**src/rtl/present_core.sv**
```systemverilog
// Iterative PRESENT cipher: one round per cycle, shared encrypt/decrypt datapath,
// with a cache of the final round key so repeat decryptions skip key preparation.
module present_core #(
    parameter int KEY_W  = 80,
    parameter int ROUNDS = 31
) (
    input  logic             clk,
    input  logic             rst,
    input  logic             start,
    input  logic             mode,
    input  logic [KEY_W-1:0] key,
    input  logic [63:0]      din,
    output logic             ready,
    output logic             busy,
    output logic             done,
    output logic [63:0]      dout
);

    if (KEY_W != 80 && KEY_W != 128) begin : g_bad_key_w
        $error("present_core: KEY_W must be 80 or 128");
    end
    if (ROUNDS < 1 || ROUNDS > 31) begin : g_bad_rounds
        $error("present_core: ROUNDS must be in 1..31");
    end

    localparam logic [63:0] SBOX     = 64'h21748FE3DA09B65C;
    localparam logic [63:0] SBOX_INV = 64'hA970364BD21C8FE5;
    localparam logic [4:0]  RC_LAST  = 5'(ROUNDS);

    function automatic logic [3:0] sbox(input logic [3:0] v);
        return SBOX[{v, 2'b00} +: 4];
    endfunction

    function automatic logic [3:0] sbox_inv(input logic [3:0] v);
        return SBOX_INV[{v, 2'b00} +: 4];
    endfunction

    typedef enum logic [2:0] {IDLE, KEYPREP, ENC, DEC, FIN} fsm_t;

    fsm_t             fsm_reg, fsm_next;
    logic [63:0]      data_reg, dout_reg;
    logic [KEY_W-1:0] key_reg, key_in_reg, cached_key_reg, cached_kl_reg;
    logic [4:0]       rc_reg;
    logic             enc_reg, cache_v_reg, done_reg;

    logic             hit;
    logic [63:0]      rk, x, enc_s, enc_p, dec_p, dec_s;
    logic [KEY_W-1:0] key_fwd, key_inv;

    assign hit = cache_v_reg && (key == cached_key_reg);
    assign rk  = key_reg[KEY_W-1 -: 64];
    assign x   = data_reg ^ rk;

    for (genvar gi = 0; gi < 16; gi++) begin : g_sbox
        assign enc_s[4*gi +: 4] = sbox(x[4*gi +: 4]);
        assign dec_s[4*gi +: 4] = sbox_inv(dec_p[4*gi +: 4]);
    end

    // pLayer moves bit i to 16*i mod 63; bit 63 stays put.
    for (genvar gi = 0; gi < 64; gi++) begin : g_perm
        localparam int PI = (gi == 63) ? 63 : (16 * gi) % 63;
        assign enc_p[PI] = enc_s[gi];
        assign dec_p[gi] = x[PI];
    end

    if (KEY_W == 80) begin : g_key80
        logic [79:0] rot, t;
        always_comb begin
            rot             = {key_reg[18:0], key_reg[79:19]};
            key_fwd         = rot;
            key_fwd[79:76]  = sbox(rot[79:76]);
            key_fwd[19:15]  = rot[19:15] ^ rc_reg;
            t               = key_reg;
            t[19:15]        = key_reg[19:15] ^ rc_reg;
            t[79:76]        = sbox_inv(key_reg[79:76]);
            key_inv         = {t[60:0], t[79:61]};
        end
    end else begin : g_key128
        logic [127:0] rot, t;
        always_comb begin
            rot              = {key_reg[66:0], key_reg[127:67]};
            key_fwd          = rot;
            key_fwd[127:124] = sbox(rot[127:124]);
            key_fwd[123:120] = sbox(rot[123:120]);
            key_fwd[66:62]   = rot[66:62] ^ rc_reg;
            t                = key_reg;
            t[66:62]         = key_reg[66:62] ^ rc_reg;
            t[127:124]       = sbox_inv(key_reg[127:124]);
            t[123:120]       = sbox_inv(key_reg[123:120]);
            key_inv          = {t[60:0], t[127:61]};
        end
    end

    always_ff @(posedge clk or negedge rst) begin
        if (!rst) fsm_reg <= IDLE;
        else      fsm_reg <= fsm_next;
    end

    always_comb begin
        fsm_next = fsm_reg;
        ready    = 1'b0;
        case (fsm_reg)
            IDLE: begin
                ready = 1'b1;
                if (start) begin
                    if (!mode)    fsm_next = ENC;
                    else if (hit) fsm_next = DEC;
                    else          fsm_next = KEYPREP;
                end
            end
            KEYPREP: if (rc_reg == RC_LAST) fsm_next = DEC;
            ENC:     if (rc_reg == RC_LAST) fsm_next = FIN;
            DEC:     if (rc_reg == 5'd1)    fsm_next = FIN;
            FIN:     fsm_next = IDLE;
            default: fsm_next = IDLE;
        endcase
    end

    assign busy = ~ready;
    assign done = done_reg;
    assign dout = dout_reg;

    always_ff @(posedge clk or negedge rst) begin
        if (!rst) begin
            data_reg       <= '0;
            dout_reg       <= '0;
            key_reg        <= '0;
            key_in_reg     <= '0;
            cached_key_reg <= '0;
            cached_kl_reg  <= '0;
            rc_reg         <= '0;
            enc_reg        <= 1'b0;
            cache_v_reg    <= 1'b0;
            done_reg       <= 1'b0;
        end else begin
            done_reg <= 1'b0;
            case (fsm_reg)
                IDLE: if (start) begin
                    data_reg   <= din;
                    key_in_reg <= key;
                    enc_reg    <= ~mode;
                    if (mode && hit) begin
                        key_reg <= cached_kl_reg;
                        rc_reg  <= RC_LAST;
                    end else begin
                        key_reg <= key;
                        rc_reg  <= 5'd1;
                    end
                end
                KEYPREP: begin
                    key_reg <= key_fwd;
                    if (rc_reg == RC_LAST) begin
                        cached_key_reg <= key_in_reg;
                        cached_kl_reg  <= key_fwd;
                        cache_v_reg    <= 1'b1;
                    end else begin
                        rc_reg <= rc_reg + 5'd1;
                    end
                end
                ENC: begin
                    data_reg <= enc_p;
                    key_reg  <= key_fwd;
                    if (rc_reg != RC_LAST) rc_reg <= rc_reg + 5'd1;
                end
                DEC: begin
                    data_reg <= dec_s;
                    key_reg  <= key_inv;
                    if (rc_reg != 5'd1) rc_reg <= rc_reg - 5'd1;
                end
                FIN: begin
                    // Key register holds K_(ROUNDS+1) after encrypt, K_1 after decrypt.
                    dout_reg <= x;
                    done_reg <= 1'b1;
                    if (enc_reg) begin
                        cached_key_reg <= key_in_reg;
                        cached_kl_reg  <= key_reg;
                        cache_v_reg    <= 1'b1;
                    end
                end
                default: ;
            endcase
        end
    end

endmodule

```
**config.mk**
```make
export PLATFORM = sky130hd
export DESIGN_NAME = present_core
export DESIGN_NICKNAME = d
export VERILOG_FILES = /design/src/rtl/present_core.sv
export SDC_FILE = /design/constraint.sdc
export NUM_CORES = 1
export LEC_CHECK = 0
export CORE_ASPECT_RATIO = 0.9
export CORE_MARGIN = 3
export CORE_UTILIZATION = 49
export CTS_CLUSTER_SIZE = 24
export DETAILED_ROUTE_END_ITERATION = 10
export PLACE_DENSITY = 0.8
export SYNTH_ARGS = -nofsm -noshare
export SYNTH_HDL_FRONTEND = slang
export SYNTH_SLANG_ARGS = --single-unit
```
**constraint.sdc**
```tcl
create_clock -name clk -period 2.48 [get_ports clk]
set_input_delay 0.496 -clock clk [delete_from_list [all_inputs] [get_ports clk]]
set_output_delay 0.496 -clock clk [all_outputs]
set_load 0.03 [all_outputs]
```
== Word-level counts from Yosys, hierarchy flattened ==
Cells that the tools add are included.

* Bits in registers: 459
* Input port bits: 148
* Output and inout bits: 67
* Word-level logic and storage cells: 112

* Add/subtract/negate cells: 2
* Equality and inequality tests: 17
* Shift-type cells: 34
* Muxes and demuxes: 29
* Bitwise gates (word level): 5
* Reduce and logical (&&, ||, !) cells: 14

{| class="wikitable"
|+ Operators by type and width
! cell !! count
|-
| variable part select 64 x 7 -> 4 bit, first input constant || 34
|-
| 2-to-1 mux 80 bit || 6
|-
| one-hot mux 80 bit (2 select lines) || 2
|-
| one-hot mux 80 bit (3 select lines) || 1
|-
| one-hot mux 64 bit (3 select lines) || 1
|-
| == test 80 bit || 1
|-
| 2-to-1 mux 64 bit || 1
|-
| XOR 64 bit || 1
|-
| 2-to-1 mux 5 bit || 5
|-
| one-hot mux 5 bit (4 select lines) || 1
|-
| inequality test 2 bit, second input constant || 8
|-
| 2-to-1 mux 3 bit || 4
|-
| one-hot mux 3 bit (4 select lines) || 1
|-
| XOR 5 bit || 2
|-
| == test 3 x 2 -> 1 bit, second input constant || 2
|-
| AND reduction 2 bit || 3
|-
| nonzero test 3 bit || 2
|-
| adder 5 x 1 -> 5 bit, second input constant || 1
|-
| == test 5 x 1 -> 1 bit, second input constant || 1
|-
| == test 5 bit, second input constant || 1
|-
| inequality test 5 x 1 -> 1 bit, second input constant || 1
|-
| inequality test 5 bit, second input constant || 1
|-
| AND reduction 5 bit || 1
|-
| subtractor 5 x 1 -> 5 bit, second input constant || 1
|-
| 13 further kinds || 19
|}

== Logic depth before layout (Yosys ltp) ==
* Depth in word-level cells: 6
* Gate-level depth with buffers: 11
* Depth with buffers taken out: 10

== Worst setup path after synthesis ==
OpenSTA, ideal clock, no wires.

* Kind: register to register
* From: reg key_reg[35]
* To: reg data_reg[14]
* Data arrival time: 2488 ps
* Data required time: 2343 ps
* Slack: -145 ps
* Stages on the path, launching flop included: 10
* Path through: dfrtp_1 clkbuf_1 xnor2_1 inv_1 ha_1 nand2_1 o21ai_0 a221o_1 a222oi_1 a21oi_1

* Longest elaborated chain between the ends: 3

{| class="wikitable"
|+ Ends and longest elaborated chain
! element !! RTL line !! RTL
|-
| start, declared || 42 || <nowiki>logic [KEY_W-1:0] key_reg, key_in_reg, cached_key_reg, cached_kl_reg;</nowiki>
|-
| start signal, assigned || 143 || <nowiki>key_reg <= cached_kl_reg;</nowiki>
|-
| start signal, assigned || 146 || <nowiki>key_reg <= key;</nowiki>
|-
| start signal, assigned || 151 || <nowiki>key_reg <= key_fwd;</nowiki>
|-
| XOR 64 bit || 52 || <nowiki>assign x = data_reg ^ rk;</nowiki>
|-
| via x[19] || 47 || <nowiki>logic [63:0] rk, x, enc_s, enc_p, dec_p, dec_s;</nowiki>
|-
| variable part select 64 x 7 -> 4 bit || 35 || <nowiki>return SBOX_INV[{v, 2'b00} +: 4];</nowiki>
|-
| one-hot mux 64 bit (3 select lines) || 137 || <nowiki>case (fsm_reg)</nowiki>
|-
| end signal, assigned || 139 || <nowiki>data_reg <= din;</nowiki>
|-
| end signal, assigned || 161 || <nowiki>data_reg <= enc_p;</nowiki>
|-
| end signal, assigned || 166 || <nowiki>data_reg <= dec_s;</nowiki>
|-
| end, declared || 41 || <nowiki>logic [63:0] data_reg, dout_reg;</nowiki>
|}

The timed path passes the listed nets, and every way through them passes these cells.
A chain may end at the register's enable or synchronous reset.

== Final worst setup path ==
* From: reg cached_key_reg[8]
* To: reg key_reg[29]

* Longest elaborated chain between the ends: 6

{| class="wikitable"
|+ Ends and longest elaborated chain
! element !! RTL line !! RTL
|-
| start, declared || 42 ||
|-
| start signal, assigned || 153 || <nowiki>cached_key_reg <= key_in_reg;</nowiki>
|-
| start signal, assigned || 175 || <nowiki>cached_key_reg <= key_in_reg;</nowiki>
|-
| == test 80 bit || 50 || <nowiki>assign hit = cache_v_reg && (key == cached_key_reg);</nowiki>
|-
| logical AND 1 bit || 50 ||
|-
| logical AND 1 bit || 142 || <nowiki>if (mode && hit) begin</nowiki>
|-
| 2-to-1 mux 80 bit || 142 ||
|-
| 2-to-1 mux 80 bit || 138 || <nowiki>IDLE: if (start) begin</nowiki>
|-
| one-hot mux 80 bit (3 select lines) || 137 ||
|}

No other way between the ends. The select of a mux whose other input is x is not followed.

==> flow_metrics.py <==
metrics = {
    "pwr": {
        "p_total_mw": 64.0,
        "power_leakage_nw": 17.3,
        "ir_drop_mv": 0.781,
        "powerDensity_nw_per_um2": 1690,
    },
    "logic_synthesis": {
        "netlist_instances": 3530,
        "synth.ff_latch_count": 459,
        "seq_area_frac_synth": 0.388,
        "synth_top_cell_area_share": 0.388,
        "yosysUniqueCellTypes": 66,
        "yosysMostFrequentCell": "nand2_1",
        "yosys-top-cells-area": "dfrtp_1, nand2_1, ha_1, nor2_1, o21ai_0",
        "synth_common_cells": "nand2_1, dfrtp_1, nor2_1",
        "avgSynthCellArea_um2": 8.38,
        "synthesis.nets": 3868,
        "ys_warn_count": 0,
        "netlist_area_um2": 29600,
        "yosys_most_used_dff": "dfrtp_1",
        "yosys.area.top_type": "dfrtp_1",
        "async_reset_ff_frac": 1.00,
        "synth_edf_count": 0,
    },
    "sta": {
        "fmax_mhz": 364,
        "hold_viol_final": 0,
        "slew_viol_final": 0,
        "finalCritPeriodShare": 1.11,
        "tightestPinTransition_ns": 0.865,
        "fin_crit_ns": 2.74,
        "hold_ws_ns": 0.426,
        "finClkSkew_ns": 0.0350,
        "maxSlewHeadroom": 0.423,
        "worst_slack_ns": -0.264,
        "finalSetupViolCount": 84,
        "rsz0062_at_grt": "yes",
    },
    "routing": {
        "drc": 0,
        "firstDrtPassIters": 6,
        "via_per_inst": 6.26,
        "final_antenna_net_count": 0,
        "detail_route.iter0.violations": 4461,
        "dr_total_vias": 29700,
        "wire_per_inst_um": 23.8,
        "wirelength_um": 113000,
    },
    "grt": {
        "grt_max_degree": 142,
        "grt_usage": 0.349,
        "grt_pass1_vias": 28100,
        "overflow": 0,
        "grt_pass1_wl_um": 170000,
        "antenna_found_initial": 0,
    },
    "worst_setup_path": {
        "r2r-end": "key_reg[29]",
        "worst-endpoint-required_ns": 2.98,
        "crit_fanout": 8,
        "slowest_stage": "dfrtp_1",
        "r2r_start": "cached_key_reg[8]",
        "crit_chain": "xnor2_2 -> buf_4 -> nand4_1 -> nor4_2 -> buf_4 -> nand4b_1 -> nor3_4 -> buf_6 -> buf_12 -> mux2i_1 -> a221oi_2",
        "ff2ff_setup_slack_ns": -0.26,
        "r2r_cells": 11,
        "start_kind": "flop",
        "endpoint_kind": "flop",
        "crit_type": "reg -> reg",
        "cpMostUsedCell": "buf_4",
        "slowest_delay_ns": 0.42,
        "crit_arrival_ns": 3.24,
    },
    "floorplanning": {
        "initial_core_util": 0.501,
        "rows": 84,
        "io_pins": 215,
        "dieHeight_um": 239,
        "fp.dieW_um": 265,
        "core_um2": 59100,
        "dieArea_um2": 63400,
    },
    "placement": {
        "place_ws_ns": -0.904,
        "io_buffer_count": 214,
        "dpl_cell_area_um2": 35200,
        "dp_hpwl_um": 79700,
        "gp_congestion": 0.984,
    },
    "cells_and_area": {
        "layout.nets": 4272,
        "stdcell_area_um2": 37900,
        "register_area_um2": 11500,
        "multi_input_area_um2": 17500,
        "final_core_utilization": 0.641,
        "drive_gt1_frac": 0.168,
        "syn_to_final_growth_pct": 28.0,
        "fillCellCount": 4497,
    },
    "clock_network": {
        "cts_root_buf": "clkbuf_16",
        "cts_sinks": 459,
        "htree_num_levels": 2,
        "clock_latency_ns": 0.65,
        "clockBufferDepth": 3,
        "cts_tree": "built",
        "cts_inserted_buffers": 50,
        "clk_pin_slew_worst_paths_ns": 0.06,
    },
    "run": {
        "cap_violations": 0,
    },
    "worst_hold_path": {
        "hold_class": "in -> async",
    },
    "outcome": {
        "status": "finished, violations left",
        "violations": "setup timing",
    },
}
-- repair_timing --
item,4_1_cts,5_1_grt
hold endpoints to repair,42,0
cloned,3,1
buffers inserted,3,5
resized for setup,53,98
hold buffers,1,0
pin swaps,43,28
setup endpoints to repair,91,121
-- worst max-delay path: cells and delay by family, from the launching register on --
family	cells	cell delay [ns]
xor+xnor	1	0.19
simple gates	4	0.96
mux	1	0.26
buf+inv	4	0.70
compound gates	1	0.09
flops	1	0.42
-- cells by family (layout without fill, tap and decap cells) --
kind of cell             Yosys count  count (layout)  synth area share
AND/OR/NAND/NOR                 1359            1359             0.186
adder cells (fa/ha/maj)          190             190            0.0803
XOR/XNOR                         173             173            0.0512
other                              0               1                 0
buffers and inverters            379             824            0.0491
multiplexers                     126             126            0.0626
AO/OA/AOI/OAI                    844             844             0.182
flip-flops                       459             459             0.388
-- final cells by class --
class                           count  share of cell area
Multi-Input combinational cell   2692               0.462
Tap cell                          774              0.0256
Clock inverter                     23             0.00707
Timing Repair Buffer              617               0.152
Antenna cell                        1           0.0000661
Clock buffer                       70              0.0385
Inverter                          114              0.0114
Sequential cell                   459               0.304
-- how the worst max path moves through the flow --
stage                            from  cells after the start           end
finish              cached_key_reg[8]                     11   key_reg[29]
global route        cached_key_reg[8]                     11   key_reg[29]
CTS                 cached_key_reg[8]                     12   key_reg[29]
detailed placement            key[36]                     11   key_reg[19]
global placement              key[36]                     11   key_reg[58]
floorplan                 key_reg[30]                      9  data_reg[56]
-- metal layers --
metal	wire [um]	vias to the layer above	global-route usage
met2	48700	2099	0.521
met1	41000	14200	0.463
met4	8460	2	0.202
met3	14900	501	0.0871
li1	-	13000	-
met5	60	-	0
-- cell usage in the layout, fill, tap and decap left out, types with 10 or more instances in the layout --
cell type	n
nand2_1	856
dfrtp_1	450
buf_4	352
nor2_1	310
o21ai_0	215
clkdlybuf4s50_1	211
ha_1	189
a21oi_1	162
inv_1	99
a31oi_1	98
xnor2_1	84
mux2i_1	66
xor2_1	58
a211oi_1	58
nor3_1	56
o211ai_1	54
clkbuf_16	52
mux4_2	46
buf_12	41
nand4_1	35
nand2b_1	35
a311oi_1	32
a21o_1	29
o22ai_1	24
a221oi_1	23
xnor2_2	21
a21boi_1	17
o31ai_1	16
o31ai_4	15
clkinv_2	13
o311a_1	13
o21ai_1	11
clkbuf_8	11
nand3_1	10
-- through the flow --
stage / std cells / TNS, ns
after detailed placement: 4647 / -63.84
after global routing: 4749 / -16.41
after CTS: 4746 / -3.76
after floorplan: 3530 / 0
final: 4750 / -12.18
after global placement: 4647 / -58.00
-- power by group --
part / leakage, nW / switching [mW] / internal (mW) / total (mW)
logic: 10.6 / 24.4 / 17.5 / 41.9
registers: 5.87 / 3.22 / 10.9 / 14.1
clock network: 0.842 / 3.39 / 4.55 / 7.93
Note: power is estimated with default switching activity, not from simulation.
